## src/rtl/seg7_page_ctrl_pkg.sv

```systemverilog
// Shared types and constants for the multi-page 7-segment display controller.
// Glyphs are active-low in GFEDCBA order (bit 6 = segment G, bit 0 = segment A).
package seg7_page_ctrl_pkg;

  typedef logic [3:0] bcd_t;
  typedef logic [6:0] seg7_t;

  localparam seg7_t SEG7_BLANK = 7'h7F;

  // Hex digit glyphs 0-9, A, b, C, d, E, F
  localparam seg7_t SEG7_GLYPH [16] = '{
    7'h40, 7'h79, 7'h24, 7'h30, 7'h19, 7'h12, 7'h02, 7'h78,
    7'h00, 7'h10, 7'h08, 7'h03, 7'h46, 7'h21, 7'h06, 7'h0E
  };

  function automatic seg7_t bcd_glyph(input bcd_t value);
    return SEG7_GLYPH[value];
  endfunction

  // Width of a page index; a single page still needs one bit
  function automatic int page_width(input int num_pages);
    return (num_pages > 1) ? $clog2(num_pages) : 1;
  endfunction

endpackage

```

## src/rtl/seg7_page_ctrl_if.sv

```systemverilog
// Bundle of page data, masks, controls and display outputs for seg7_page_ctrl.
// master = producer side (clock/dcf77 glue), slave = display controller.
interface seg7_page_ctrl_if #(
  parameter int NUM_DIGITS = 4,
  parameter int NUM_PAGES  = 4
);
  import seg7_page_ctrl_pkg::*;

  localparam int PW = page_width(NUM_PAGES);

  logic                                  clk_en;
  bcd_t [NUM_PAGES-1:0][NUM_DIGITS-1:0]  page_data;
  logic [NUM_PAGES-1:0][NUM_DIGITS-1:0]  page_blank;
  logic [NUM_PAGES-1:0][NUM_DIGITS-1:0]  page_blink;
  logic [NUM_PAGES-1:0]                  page_sel;
  logic                                  hold;
  seg7_t [NUM_DIGITS-1:0]                hex;
  logic [PW-1:0]                         page;
  logic                                  auto_mode;

  modport master (
    output clk_en, page_data, page_blank, page_blink, page_sel, hold,
    input  hex, page, auto_mode
  );

  modport slave (
    input  clk_en, page_data, page_blank, page_blink, page_sel, hold,
    output hex, page, auto_mode
  );

endinterface

```

## src/rtl/seg7_page_ctrl_tick_counter.sv

```systemverilog
// Modulo-MOD counter advanced by an enable pulse, with synchronous clear.
// wrap is high in the enabled cycle where the count rolls over to zero.
module tick_counter #(
  parameter int MOD = 2
) (
  input  logic clk,
  input  logic rst,
  input  logic en,
  input  logic clr,
  output logic wrap
);

  localparam int CW = (MOD > 1) ? $clog2(MOD) : 1;
  localparam logic [CW-1:0] LAST = CW'(MOD - 1);

  logic [CW-1:0] cnt;

  assign wrap = en & (cnt == LAST);

  // Count enabled ticks, clear has priority over counting
  always_ff @(posedge clk) begin
    if (rst || clr) begin
      cnt <= '0;
    end else if (en) begin
      cnt <= (cnt == LAST) ? '0 : cnt + 1'b1;
    end
  end

endmodule

```

## src/rtl/seg7_page_ctrl.sv

```systemverilog
// Multi-page 7-segment display controller: manual page select or timed
// auto-rotation, per-digit blank/blink masks, registered hex/page/auto_mode.
// Optional build macro SEG7_LZ_BLANK_EN enables leading-zero blanking.
module seg7_page_ctrl
  import seg7_page_ctrl_pkg::*;
#(
  parameter int NUM_DIGITS  = 4,
  parameter int NUM_PAGES   = 4,
  parameter int DWELL_TICKS = 300,
  parameter int BLINK_TICKS = 50
) (
  input logic            clk,
  input logic            rst,
  seg7_page_ctrl_if.slave bus
);

  localparam int PW = page_width(NUM_PAGES);
  localparam logic [PW-1:0] LAST_PAGE = PW'(NUM_PAGES - 1);

  logic                   manual;
  logic                   dwell_wrap;
  logic                   blink_wrap;
  logic                   page_change;
  logic [PW-1:0]          page_q;
  logic [PW-1:0]          page_next;
  logic                   auto_q;
  logic                   blink_on;
  seg7_t [NUM_DIGITS-1:0] hex_next;
  seg7_t [NUM_DIGITS-1:0] hex_q;
  bcd_t                   digit;
  logic                   dark;
`ifdef SEG7_LZ_BLANK_EN
  logic                   lead;
`endif

  // Any set select bit forces manual mode; the lowest set bit picks the page
  assign manual = |bus.page_sel;

  function automatic logic [PW-1:0] lowest_set(input logic [NUM_PAGES-1:0] sel);
    logic [PW-1:0] idx;
    idx = '0;
    for (int i = NUM_PAGES - 1; i >= 0; i--) begin
      if (sel[i]) idx = PW'(i);
    end
    return idx;
  endfunction

  // Dwell timer runs only in auto mode and is frozen by hold; manual keeps it at zero
  tick_counter #(.MOD(DWELL_TICKS)) u_dwell (
    .clk  (clk),
    .rst  (rst),
    .en   (bus.clk_en & ~bus.hold & ~manual),
    .clr  (manual),
    .wrap (dwell_wrap)
  );

  // Blink phase timer restarts whenever the shown page changes
  tick_counter #(.MOD(BLINK_TICKS)) u_blink (
    .clk  (clk),
    .rst  (rst),
    .en   (bus.clk_en),
    .clr  (page_change),
    .wrap (blink_wrap)
  );

  // Next page: manual select wins over a coincident dwell expiry
  always_comb begin
    page_next = page_q;
    if (manual) begin
      page_next = lowest_set(bus.page_sel);
    end else if (dwell_wrap) begin
      page_next = (page_q == LAST_PAGE) ? '0 : page_q + 1'b1;
    end
  end

  assign page_change = (page_next != page_q);

  // Page, mode and blink phase registers; a new page always starts visible
  always_ff @(posedge clk) begin
    if (rst) begin
      page_q   <= '0;
      auto_q   <= 1'b0;
      blink_on <= 1'b1;
    end else begin
      page_q <= page_next;
      auto_q <= ~manual;
      if (page_change) begin
        blink_on <= 1'b1;
      end else if (blink_wrap) begin
        blink_on <= ~blink_on;
      end
    end
  end

  // Decode the shown page, scanning from the most significant digit down
  always_comb begin
    hex_next = '0;
    digit    = '0;
    dark     = 1'b0;
`ifdef SEG7_LZ_BLANK_EN
    lead     = 1'b1;
`endif
    for (int d = NUM_DIGITS - 1; d >= 0; d--) begin
      digit = bus.page_data[page_q][d];
      dark  = bus.page_blank[page_q][d] | (bus.page_blink[page_q][d] & ~blink_on);
`ifdef SEG7_LZ_BLANK_EN
      if ((d != 0) && lead && ((digit == 4'd0) || bus.page_blank[page_q][d])) begin
        dark = 1'b1;
      end else begin
        lead = 1'b0;
      end
`endif
      hex_next[d] = dark ? SEG7_BLANK : bcd_glyph(digit);
    end
  end

  // Register the segment outputs one cycle behind the page register
  always_ff @(posedge clk) begin
    if (rst) begin
      hex_q <= {NUM_DIGITS{SEG7_BLANK}};
    end else begin
      hex_q <= hex_next;
    end
  end

  assign bus.hex       = hex_q;
  assign bus.page      = page_q;
  assign bus.auto_mode = auto_q;

endmodule
```

## src/flat_wrapper.sv

```systemverilog
// flat-port wrapper written by rule: the top's interface ports become plain ports
module seg7_page_ctrl_flat import seg7_page_ctrl_pkg::*;
#(
  parameter int NUM_DIGITS  = 4,
  parameter int NUM_PAGES   = 4,
  parameter int DWELL_TICKS = 300,
  parameter int BLINK_TICKS = 50
)
  (clk, rst, bus_clk_en, bus_page_data, bus_page_blank, bus_page_blink, bus_page_sel, bus_hold, bus_hex, bus_page, bus_auto_mode);
  seg7_page_ctrl_if #(.NUM_DIGITS(NUM_DIGITS), .NUM_PAGES(NUM_PAGES)) bus_i ();
  input logic clk;
  input logic rst;
  input wire logic [$bits(bus_i.clk_en)-1:0] bus_clk_en;
  input wire logic [$bits(bus_i.page_data)-1:0] bus_page_data;
  input wire logic [$bits(bus_i.page_blank)-1:0] bus_page_blank;
  input wire logic [$bits(bus_i.page_blink)-1:0] bus_page_blink;
  input wire logic [$bits(bus_i.page_sel)-1:0] bus_page_sel;
  input wire logic [$bits(bus_i.hold)-1:0] bus_hold;
  output wire logic [$bits(bus_i.hex)-1:0] bus_hex;
  output wire logic [$bits(bus_i.page)-1:0] bus_page;
  output wire logic [$bits(bus_i.auto_mode)-1:0] bus_auto_mode;
  assign bus_i.clk_en = bus_clk_en;
  assign bus_i.page_data = bus_page_data;
  assign bus_i.page_blank = bus_page_blank;
  assign bus_i.page_blink = bus_page_blink;
  assign bus_i.page_sel = bus_page_sel;
  assign bus_i.hold = bus_hold;
  assign bus_hex = bus_i.hex;
  assign bus_page = bus_i.page;
  assign bus_auto_mode = bus_i.auto_mode;
  seg7_page_ctrl #(.NUM_DIGITS(NUM_DIGITS), .NUM_PAGES(NUM_PAGES), .DWELL_TICKS(DWELL_TICKS), .BLINK_TICKS(BLINK_TICKS)) u_core (.clk(clk), .rst(rst), .bus(bus_i));
endmodule
```

## config.mk

```make
export PLATFORM = sky130hd
export DESIGN_NAME = seg7_page_ctrl_flat
export DESIGN_NICKNAME = d
export VERILOG_FILES = /design/src/rtl/seg7_page_ctrl_pkg.sv /design/src/rtl/seg7_page_ctrl_if.sv /design/src/rtl/seg7_page_ctrl_tick_counter.sv /design/src/rtl/seg7_page_ctrl.sv /design/src/flat_wrapper.sv
export SDC_FILE = /design/constraint.sdc
export NUM_CORES = 1
export LEC_CHECK = 0
export BUFFER_PORTS_ARGS = -buffer_cell sky130_fd_sc_hd__buf_2
export CAP_MARGIN = 20
export CORE_MARGIN = 2
export CORE_UTILIZATION = 25
export DETAILED_ROUTE_END_ITERATION = 12
export GPL_TIMING_DRIVEN = 0
export PLACE_DENSITY = 0.44
export SLEW_MARGIN = 20
export SYNTH_ARGS = -nofsm -noshare
export SYNTH_HDL_FRONTEND = slang
export SYNTH_SLANG_ARGS = --single-unit
export TNS_END_PERCENT = 100
```

## constraint.sdc

```tcl
create_clock -name clk -period 2.83 [get_ports clk]
set_clock_uncertainty 0.2 [all_clocks]
set_input_delay 0.566 -clock clk [delete_from_list [all_inputs] [get_ports clk]]
set_output_delay 0.566 -clock clk [all_outputs]
set_load 0.03 [all_outputs]
```

==> impl_results.md <==
- Tmin final: 2.60 ns
- Nets: 639
- Critical path required time: 2.78 ns
- Worst r2r dst: u_core.bus.hex[7]$_SDFF_PP1_
- Top Family by Delay on Critical Path: multiplexers
- H-tree Lvls: 2
- Instance count of the mapped netlist: 366
- Achievable clock frequency: 384 MHz
- Worst flop-to-flop path startpoint: u_core.bus.page[0]$_SDFF_PP0_
- FFs w/ async S/R, synth: 0%
- Slew headroom: 46.3%
- Core box area: 13,200 um2
- Finished Layout Cells: 686
- Synth top cells by count: dfxtp_1, nand2_1, nor2_1
- Slowest stage delay, CP: 0.63 ns
- Number of global-route vias before repair: 3,186
- Vias per inst: 4.77
- Final hold viol count: 0
- Top-area cell type share of the netlist area: 27.8%
- Tot Pwr: 2000 uW
- Static Leak: 0.00190 uW
- Critical Path Source Type: flop
- Antenna violations before repair: 2
- WHS Endpoint: u_core.u_dwell.cnt[7]$_SDFFE_PP0N_
- Post-synth top area cell: dfxtp_1
- Hold Path Depth: 2
- DRT Pass-1 Iters: 4
- First-pass GRT wire length: 16,500 um
- P_int: 1390 uW
- Switching power: 617 uW
- Post-synth EDFFs: 0
- Yosys warns: 0
- Setup CP Type: flop to flop
- Seq/Total Area, Yosys: 27.8%
- Row Count: 42
- Wirelength per Cell: 15.3 um
- CTS buffer count: 5
- Count of cell types in the netlist: 44
- Initial drt markers: 181
- Dpl hpwl: 8560 um
- Setup_tns: 0 ns
- Combinational share of power: 29.2%
- Fillers: 1,421
- Seq pwr share: 35.6%
- Syn-to-layout area delta: 33.1%
- Status: finished clean
- Residual DRC: 0
- Switching portion of total power: 30.8%
- Detail Route Antenna Nets: 0
- Post-Place Cells: 676
- CTS sink cnt: 47
- Worst EP arrival: 2.55 ns
- Critical Path, Cell by Cell: buf_2 > mux4_2 > ha_1 > inv_1 > a211oi_1 > nand2b_1 > nor3_1 > o21ai_0
- Longest Clk Path Bufs: 2
- Initial Utilization: 25.6%
- Final core occ: 34.0%
- Clock transition at path regs: 0.07 ns
- Routed WL: 10,500 um
- CTS tree: yes
- Pin count of the biggest net entering global routing: 15
- #FFs+latches synth: 47
- Syn_area_per_cell: 9.26 um2
- Clock root cell: clkbuf_16
- Clk_lat worst skew: 0.29 ns
- RD Place Congestion: 0.776
- Die area: 14,500 um2
- Largest fanout on the critical path: 10
- Buf/Inv on CP: 2
- Ratio of cells with drive above 1 in the final layout: 36.2%
- Mapped Area: 3390 um2
- Slew @ Worst Pin: 0.798 ns
- Height of the chip: 120 um
- Max Cap Viol: 0
- Top area cells in the synthesized netlist: dfxtp_1, mux4_2, ha_1, nand2_1, mux2i_1
- Vias: 3,269
- IO Count: 135
- Unrepaired setup endpoints after global routing: false
- Worst hold path startpoint: u_core.u_dwell.cnt[7]$_SDFFE_PP0N_
- Worst IR Drop VDD: 0.181 mV
- IO Port Bufs: 134
- Slew Limit Fails: 0
- Most used flip-flop cell after synthesis: dfxtp_1
- PD cells: 445 nW/um2
- Syn_nets: 498
- Top-count cell post-synth: dfxtp_1
- Clock share of power: 35.2%
- Reg2Reg Depth: 8
- Global route overflow: 0
- Worst reg2reg setup slack: 0.23 ns
- Total track usage: 14.6%
- Die Wd: 120 um
- Setup Viol. Count Final: 0
- Max stage delay cell, worst path: mux4_2
- Crit end category: flop
- Final critical-path share of the clock period: 92.0%
- HP Class: flop to flop
-- worst min-delay path, cell delays in order, from the launching register on --
cell	delay (ns)
dfxtp_1	0.33
o21ai_0	0.07
a21oi_1	0.06
-- flip-flops by register name, indices dropped and copies added (netlist names) --
| signal | cells |
|---|---|
| u_core.u_blink.cnt | 6 |
| u_core.bus.page | 2 |
| u_core.u_dwell.cnt | 9 |
| u_core.bus.auto_mode | 1 |
| u_core.blink_on | 1 |
| u_core.bus.hex | 28 |
-- timing repair --
| item | in CTS | in global routing |
|---|---|---|
| gates cloned | 0 | 0 |
| gates resized for setup | 13 | 9 |
| setup buffers | 0 | 0 |
| hold buffers | 0 | 0 |
| endpoints found under the setup margin | 28 | 18 |
-- logic make-up after synthesis --
family                     after synthesis  synth area share [%]
muxes                                   39                  19.8
and+or+nand+nor                        120                  17.4
adders and majority gates               28                  10.3
DFF                                     47                  27.8
buffers and inverters                   34                  4.02
AOI/OAI and AO/OA                       77                  15.3
xor gates and xnor gates                21                  5.43
-- power groups by stage --
stage               clock [uW]  sequential (uW)  combinational [uW]
finish                     706              713                 585
global route               767              717                 648
CTS                        739              713                 587
detailed placement           0              729                 580
global placement             0              728                 575
floorplan                    0              807                 304
-- layout by cell type (no fill, tap or decap), types with 9 or more instances in the layout --
master / n
nand3_1: 9
xor2_1: 14
o211ai_1: 14
buf_2: 137
inv_1: 17
nand2_1: 36
dfxtp_1: 47
nor2_1: 30
nand2b_1: 9
mux4_2: 22
mux2i_1: 13
o21ai_0: 16
a21oi_1: 14
ha_1: 28
-- layout make-up --
type                       count  area, um2  share of cell area (%)
multi-input combinational    285       2330                    51.7
timing repair buffer         134        671                    14.9
clock inverter                 2       35.0                   0.777
tap                          176        220                    4.88
inverter                      17       63.8                    1.42
antenna                        2       5.00                   0.111
buffer                        17        103                    2.28
clock buffer                   6        139                    3.08
sequential                    47        941                    20.9
-- stage by stage --
stage | hold WS [ns] | worst slack [ns] | instance area [um2]
2_1_floorplan | 0.266 | 0.0317 | 3390
3_5_place_dp | 0.294 | -0.706 | 4280
6_report | 0.296 | 0.227 | 4510
4_1_cts | 0.304 | 0.00164 | 4490
5_1_grt | 0.338 | 0.00145 | 4510
3_3_place_gp | 0.285 | -0.664 | 4280
-- routing by layer --
layer / track usage [%] / up-vias / routed length [um]
met5: 0 / - / 0
met4: 4.65 / 0 / 179
met3: 2.59 / 13 / 466
met2: 26.2 / 94 / 5330
met1: 17.6 / 1538 / 4500
li1: - / 1624 / -
-- worst max-delay path by stage --
stage	end	cells past startpoint	from
floorplan	u_core.bus.hex[24]$_SDFF_PP1_	7	u_core.bus.page[0]$_SDFF_PP0_
global placement	u_core.bus.hex[11]$_SDFF_PP1_	6	u_core.bus.page[1]$_SDFF_PP0_
detailed placement	u_core.bus.hex[7]$_SDFF_PP1_	10	u_core.bus.page[1]$_SDFF_PP0_
CTS	u_core.bus.hex[7]$_SDFF_PP1_	10	u_core.bus.page[1]$_SDFF_PP0_
global route	u_core.bus.hex[7]$_SDFF_PP1_	8	u_core.bus.page[0]$_SDFF_PP0_
finish	u_core.bus.hex[7]$_SDFF_PP1_	8	u_core.bus.page[0]$_SDFF_PP0_
Note: power is estimated with default switching activity, not from simulation.
